<file path="config.mk">
export PLATFORM = sky130hd
export DESIGN_NAME = full_mat_sched
export DESIGN_NICKNAME = d
export VERILOG_FILES = /design/src/rtl/full_mat_sched.sv
export SDC_FILE = /design/constraint.sdc
export NUM_CORES = 1
export LEC_CHECK = 0
export BUFFER_PORTS_ARGS = -buffer_cell sky130_fd_sc_hd__buf_4
export CORE_MARGIN = 2
export CORE_UTILIZATION = 51
export DETAILED_ROUTE_END_ITERATION = 8
export HOLD_SLACK_MARGIN = 0.05
export PLACE_DENSITY = 0.75
export SYNTH_ARGS = -nofsm -noshare
export SYNTH_HDL_FRONTEND = slang
export SYNTH_SLANG_ARGS = --single-unit
</file>
<file path="constraint.sdc">
create_clock -name clk -period 1.91 [get_ports clk]
set_input_delay 0.4775 -clock clk [delete_from_list [all_inputs] [get_ports clk]]
set_output_delay 0.4775 -clock clk [all_outputs]
set_load 0.01 [all_outputs]
</file>
<file path="src/rtl/full_mat_sched.sv">
// -----------------------------------------------------------------------------
// full_mat_sched
//
// Purpose:
//   Schedules and sequences jobs for the shared 6x6 matrix-multiply datapath
//   (full_mat) on behalf of two requesters.
//   - Round-robin arbitration grants the datapath to one requester at a time.
//   - Each job runs through the same sequence:
//       CLEAR : the datapath counter is reset.
//       RUN   : the datapath is enabled for the job length.
//       DONE  : the result is captured and the granted requester gets a done
//               pulse.
//   - Operand steering is done at the top level using the one-hot grant.
//
// Ports:
//   clk          in   system clock
//   rst_n        in   synchronous active-low reset
//   req[1:0]     in   per-requester job request (level, held until done)
//   req_mode[1:0]in   per-requester mode, 1 = matrix, 0 = parallel; sampled at grant
//   gnt[1:0]     out  one-hot grant, held from grant through the DONE cycle
//   done[1:0]    out  one-cycle job-complete pulse to the granted requester
//   busy         out  high whenever the sequencer is not idle
//   fm_rst       out  datapath reset (during reset and CLEAR)
//   fm_en        out  datapath enable (RUN only)
//   fm_mat_mode  out  latched job mode, valid CLEAR through DONE
//   res_capture  out  one-cycle pulse in DONE; datapath result valid then
// -----------------------------------------------------------------------------
module full_mat_sched #(
    parameter int N        = 6,
    parameter int MULT_LAT = 4
) (
    input  logic       clk,
    input  logic       rst_n,
    input  logic [1:0] req,
    input  logic [1:0] req_mode,
    output logic [1:0] gnt,
    output logic [1:0] done,
    output logic       busy,
    output logic       fm_rst,
    output logic       fm_en,
    output logic       fm_mat_mode,
    output logic       res_capture
);

    localparam int MAT_LEN = N + MULT_LAT + 2;
    localparam int PAR_LEN = MULT_LAT + 2;
    localparam int CNT_W   = $clog2(MAT_LEN + 1);

    typedef enum logic [1:0] {
        S_IDLE,
        S_CLEAR,
        S_RUN,
        S_DONE
    } state_t;

    state_t             state_q, state_d;
    logic [CNT_W-1:0]   cnt_q, cnt_d;
    logic [1:0]         gnt_q, gnt_d;
    logic               mode_q, mode_d;
    // Index of the requester served last; the other one wins a tie.
    logic               last_q, last_d;
    logic [1:0]         done_q, done_d;
    logic               busy_q, busy_d;
    logic               fm_rst_q, fm_rst_d;
    logic               fm_en_q, fm_en_d;
    logic               res_capture_q, res_capture_d;

    logic               winner;
    logic [CNT_W-1:0]   len_m1;

    // Terminal count of RUN for the latched job mode.
    assign len_m1 = mode_q ? CNT_W'(MAT_LEN - 1) : CNT_W'(PAR_LEN - 1);

    always_comb begin
        // NOTE: every signal driven here gets a default first so no path
        // leaves it unassigned; a missing default would infer a latch.
        state_d       = state_q;
        cnt_d         = cnt_q;
        gnt_d         = gnt_q;
        mode_d        = mode_q;
        last_d        = last_q;
        // A single requester always wins; with both pending, the one not
        // served last wins.
        winner        = (req == 2'b11) ? ~last_q : req[1];

        unique case (state_q)
            S_IDLE: begin
                gnt_d  = 2'b00;
                mode_d = 1'b0;
                if (req != 2'b00) begin
                    gnt_d   = winner ? 2'b10 : 2'b01;
                    mode_d  = req_mode[winner];
                    state_d = S_CLEAR;
                end
            end
            S_CLEAR: begin
                cnt_d   = '0;
                state_d = S_RUN;
            end
            S_RUN: begin
                if (cnt_q == len_m1) begin
                    state_d = S_DONE;
                end else begin
                    cnt_d = cnt_q + CNT_W'(1);
                end
            end
            S_DONE: begin
                last_d  = gnt_q[1];
                gnt_d   = 2'b00;
                mode_d  = 1'b0;
                state_d = S_IDLE;
            end
            default: state_d = S_IDLE;
        endcase

        // Outputs are registered: decode them from the next state so they
        // line up with the state they describe.
        busy_d        = (state_d != S_IDLE);
        fm_rst_d      = (state_d == S_CLEAR);
        fm_en_d       = (state_d == S_RUN);
        res_capture_d = (state_d == S_DONE);
        done_d        = (state_d == S_DONE) ? gnt_d : 2'b00;
    end

    // NOTE: sequential state uses non-blocking assignments so every flop
    // samples the pre-edge values regardless of statement order.
    always_ff @(posedge clk) begin
        if (!rst_n) begin
            state_q       <= S_IDLE;
            cnt_q         <= '0;
            gnt_q         <= 2'b00;
            mode_q        <= 1'b0;
            last_q        <= 1'b1;
            done_q        <= 2'b00;
            busy_q        <= 1'b0;
            fm_rst_q      <= 1'b1;
            fm_en_q       <= 1'b0;
            res_capture_q <= 1'b0;
        end else begin
            state_q       <= state_d;
            cnt_q         <= cnt_d;
            gnt_q         <= gnt_d;
            mode_q        <= mode_d;
            last_q        <= last_d;
            done_q        <= done_d;
            busy_q        <= busy_d;
            fm_rst_q      <= fm_rst_d;
            fm_en_q       <= fm_en_d;
            res_capture_q <= res_capture_d;
        end
    end

    assign gnt         = gnt_q;
    assign done        = done_q;
    assign busy        = busy_q;
    assign fm_rst      = fm_rst_q;
    assign fm_en       = fm_en_q;
    assign fm_mat_mode = mode_q;
    assign res_capture = res_capture_q;

endmodule

</file>
### Word level (Yosys, flattened, before mapping)

Index checks and enable logic that the tools add are counted.

* magnitude comparators: 1
* add/subtract/negate cells: 1
* eq/ne operators: 9
* shift-type cells: 0
* reduce and logical (&&, ||, !) cells: 7
* $mul: 0
* divide/modulo/power cells: 0
* bitwise gates (word level): 1
* multiplexer cells: 14

Operators by type and width (count)
* 2-bit equality test, second input constant: 5
* 2-bit 2-to-1 mux: 4
* 4-bit 2-to-1 mux: 2
* 2-bit case mux with 4 select lines: 1
* 4-bit case mux with 2 select lines: 1
* 2-bit nonzero test: 4
* 4-bit by 1-bit adder with 4-bit output, second input constant: 1
* 2-bit by 1-bit equality test with 1-bit output, second input constant: 2
* 4-bit equality test: 1
* 1-bit 2-to-1 mux: 4
* 2-bit case mux with 2 select lines: 1
* 2-bit AND reduction: 2
* 2-bit zero test: 1
* 1-bit by 2-bit < comparator with 1-bit output, second input constant: 1
* 2-bit inequality test, second input constant: 1
* 1-bit case mux with 2 select lines: 1
* 1-bit inverter: 1

* input port bits: 6
* RAM bits: 0
* memories kept: 0
* bits in read-only memories: 0
* bits in latches: 0
* register bits after elaboration: 16
* output and inout bits: 9
* logic and storage cells: 43

### Depth between registers and ports, before layout

* depth in word-level cells: 6
* depth in mapped cells: 7
* gate-level depth less buffers: 6

### Worst setup path before layout

Ideal clock, no wire load.

* kind: register -> register
* start point: register state_q[0]
* end point: register busy_q, in the netlist busy
* required time: 1795 ps
* slack: 400 ps
* cell stages (with the launch flop): 7
* arrival: 1395 ps
* path buffers: 0
* setup time: 115 ps
* period minus slack after synthesis: 1510 ps
* path through: dfxtp_1 -> inv_1 -> ha_1 -> or4b_1 -> o21ai_2 -> a21oi_1 -> o21a_1

* longest elaborated chain between the ends: 3
* elaborated cells between the ends (all ways): 8
* classes of those cells: 3 x eq/ne; 3 x mux; 2 x reduce/logical

Ends and longest elaborated chain
* from (decl): line 56 `state_t state_q, state_d;`
* from (signal assigned): line 140 `state_q <= state_d;`
* 2-bit equality test (tied with other cells): line 86 `unique case (state_q)`
* 2-bit case mux with 4 select lines (*): line 86
* 2-bit nonzero test (*): line 118 `busy_d = (state_d != S_IDLE);`
* to (signal assigned): line 146 `busy_q <= busy_d;`
* to (decl): line 63 `logic busy_q, busy_d;`

Mark *: on every way between the ends. The rest lies on a longest branch, timed or not.
A chain may end at the register's enable or synchronous reset.

### Worst setup path after layout

Same ends and word-level chain as after synthesis.

==> flow_summary.ini <==
[outcome]
status = completed

[min_path]
hold_start = rst_n
min_to = last_q
min_delay_path_depth = 2
hp-class = input port to flip-flop

[synth]
syn_inst = 77
synthTopCellsByCount = 16 x dfxtp_1, 7 x nand2_1, 5 x ha_1
synth_area_leader_cell = dfxtp_1
yosys_warnings = 0
yosysSeqAreaShare = 0.435
synth_edf_count = 0
synth.ff_latch_count = 16
synth_top_cell_area_share = 0.435
synth_cell_type_count = 31
ys_top_cells_by_area = dfxtp_1 43%, ha_1 8.5%, nand2_1 3.6%, nor4b_4 3.2%, a21oi_1 2.7%
ys.flop_type = dfxtp_1
synth_area_um2 = 737
synth_area_per_cell_um2 = 9.57
synth-async-reset-ratio = 0
synthesis.nets = 88
yosysMostFrequentCell = dfxtp_1

[global_route]
grt_max_degree = 13
grt_pass1_vias = 546
antenna_found_initial = 0
grt.total_usage = 0.181
grt_overflow = 0
grt_pass1_wl_um = 2420

[routing]
first_pass_iters = 4
drt_iter0_markers = 14
viasPerCell = 5.80
wl_per_cell_um = 12.8
drc_errors = 0
drt_wl_total_um = 1360
vias = 615
ant_nets = 0

[clock_tree]
path_clk_slew_ns = 0.09
root_buffer = clkbuf_4
numClockSinks = 16
numCtsBuffers = 3
h-tree-depth = 1
cts_setup_buffers = 0
cts_tree = built
cts_resized = 0
clockBufferDepth = 2
insertion_delay_ns = 0.29
hold_buffers = 0

[pwr]
vdd_ir_drop_max_uv = 758
p_total_uw = 1210
leakage_uw = 0.000356
power_density_mw_per_mm2 = 1390

[setup_path]
regToRegEndpoint = busy
arrival_ns = 1.84
ff2ff_setup_slack_ns = 0.25
crit_path_end_kind = flip-flop
required_ns = 2.10
crit_fanout = 6
worstSetupStartpointType = flip-flop
r2r-start = state_q[0]
timing.reg2reg.worst_path_depth = 6
critPathKind = flip-flop to flip-flop

[placement]
hpwl_um = 1020
placed_cells = 103
io_buffer_count = 14
gp_congestion = 0.741

[timing]
finalSetupViolCount = 0
fin_crit_sh = 0.868
setup_tns_ns = 0
period_minus_slack_ns = 1.66
hold_slack_ns = 0.435
slew_violations = 0
worst_slew_pin_slew_ns = 0.343
rsz0062_at_grt = false
fin_skew_ns = 0.00363
max_freq_ghz = 0.603
finalHoldViolations = 0
slew_headroom = 0.771

[layout]
n_fill_cell = 119
syn_to_final_growth_pct = 18.3
n_antenna_cell = 0
drive_gt1_frac = 0.253
fin_nets = 104
layout.cells.non_filler = 106

[floorplanning]
coreArea_mm2 = 0.00132
initial_utilization = 0.559
io_pins = 15
rows = 13
fp.dieW_um = 42.0
die_area_mm2 = 0.00177
die_y_um = 42.0

[run]
cap_violations = 0
-- state kept, by name, summed over array words and instances, names as in the netlist --
signal and flops:
cnt_q 4, done 2, gnt 2, state_q 2, busy 1, fm_en 1
fm_mat_mode 1, fm_rst 1, last_q 1, res_capture 1
-- worst max path at each step --
stage	from	to	slack (ns)	cells after the start
2_1_floorplan	state_q[0]	busy	0.40	6
3_3_place_gp	req[1]	busy	0.29	5
3_5_place_dp	state_q[0]	busy	0.26	6
4_1_cts	state_q[0]	busy	0.24	6
5_1_grt	state_q[0]	busy	0.11	6
6_report	state_q[0]	busy	0.25	6
-- placed cells by master (no fill, tap or decap), types with 2 or more instances in the layout --
master / instances
o21ai_2: 2
o31ai_1: 2
inv_1: 4
a21boi_0: 2
dfxtp_1: 16
a21oi_1: 4
nand3_1: 3
clkbuf_4: 3
buf_4: 14
nor2b_1: 3
nand2_1: 7
nor3_1: 3
nor2_1: 3
ha_1: 5
nor4_1: 2
a32oi_1: 2
-- layer usage --
metal	up-vias	track usage	wire, um	share of wire
met3	5	0.0517	77	0.057
met1	282	0.220	595	0.44
met2	19	0.300	656	0.48
li1	309	-	-	-
met5	-	0	0	0
met4	0	0.0750	31	0.023
-- critical path: stages (launching register included) --
cell and delay [ns]:
dfxtp_1 0.36, inv_1 0.10, ha_1 0.23, or4b_1 0.47, o21ai_2 0.13, a21oi_1 0.09, o21a_1 0.18
-- per-stage QoR --
step / worst slack (ns) / cell area, um^2 / utilization
final: 0.251 / 872 / 0.662
after global routing: 0.106 / 872 / 0.662
after CTS: 0.236 / 872 / 0.662
after detailed placement: 0.259 / 850 / 0.645
after global placement: 0.292 / 850 / 0.645
after floorplan: 0.400 / 737 / -
-- logic make-up (layout without fill, tap and decap cells) --
logic type      after synthesis  after routing  synth area share
fa+ha+maj                     5              5            0.0849
simple gates                 29             29             0.244
buf+inv                       7             21            0.0356
flops                        16             16             0.435
compound gates               19             19             0.187
mux                           1              1            0.0136
-- where the power goes --
group          switching [uW]  internal (uW)  total (uW)
Sequential               71.1            430         501
Combinational             299            240         539
Clock                     102           73.3         175
Total                     472            743        1210
-- final cells by class --
cell class                 count  area, um^2  share of cell area
tap                           15        18.8              0.0215
clock buffer                   3        22.5              0.0258
multi-input combinational     54         390               0.448
sequential                    16         320               0.367
inverter                       4        15.0              0.0172
timing repair buffer          14         105               0.121
Power figures use the tool's default switching activity.
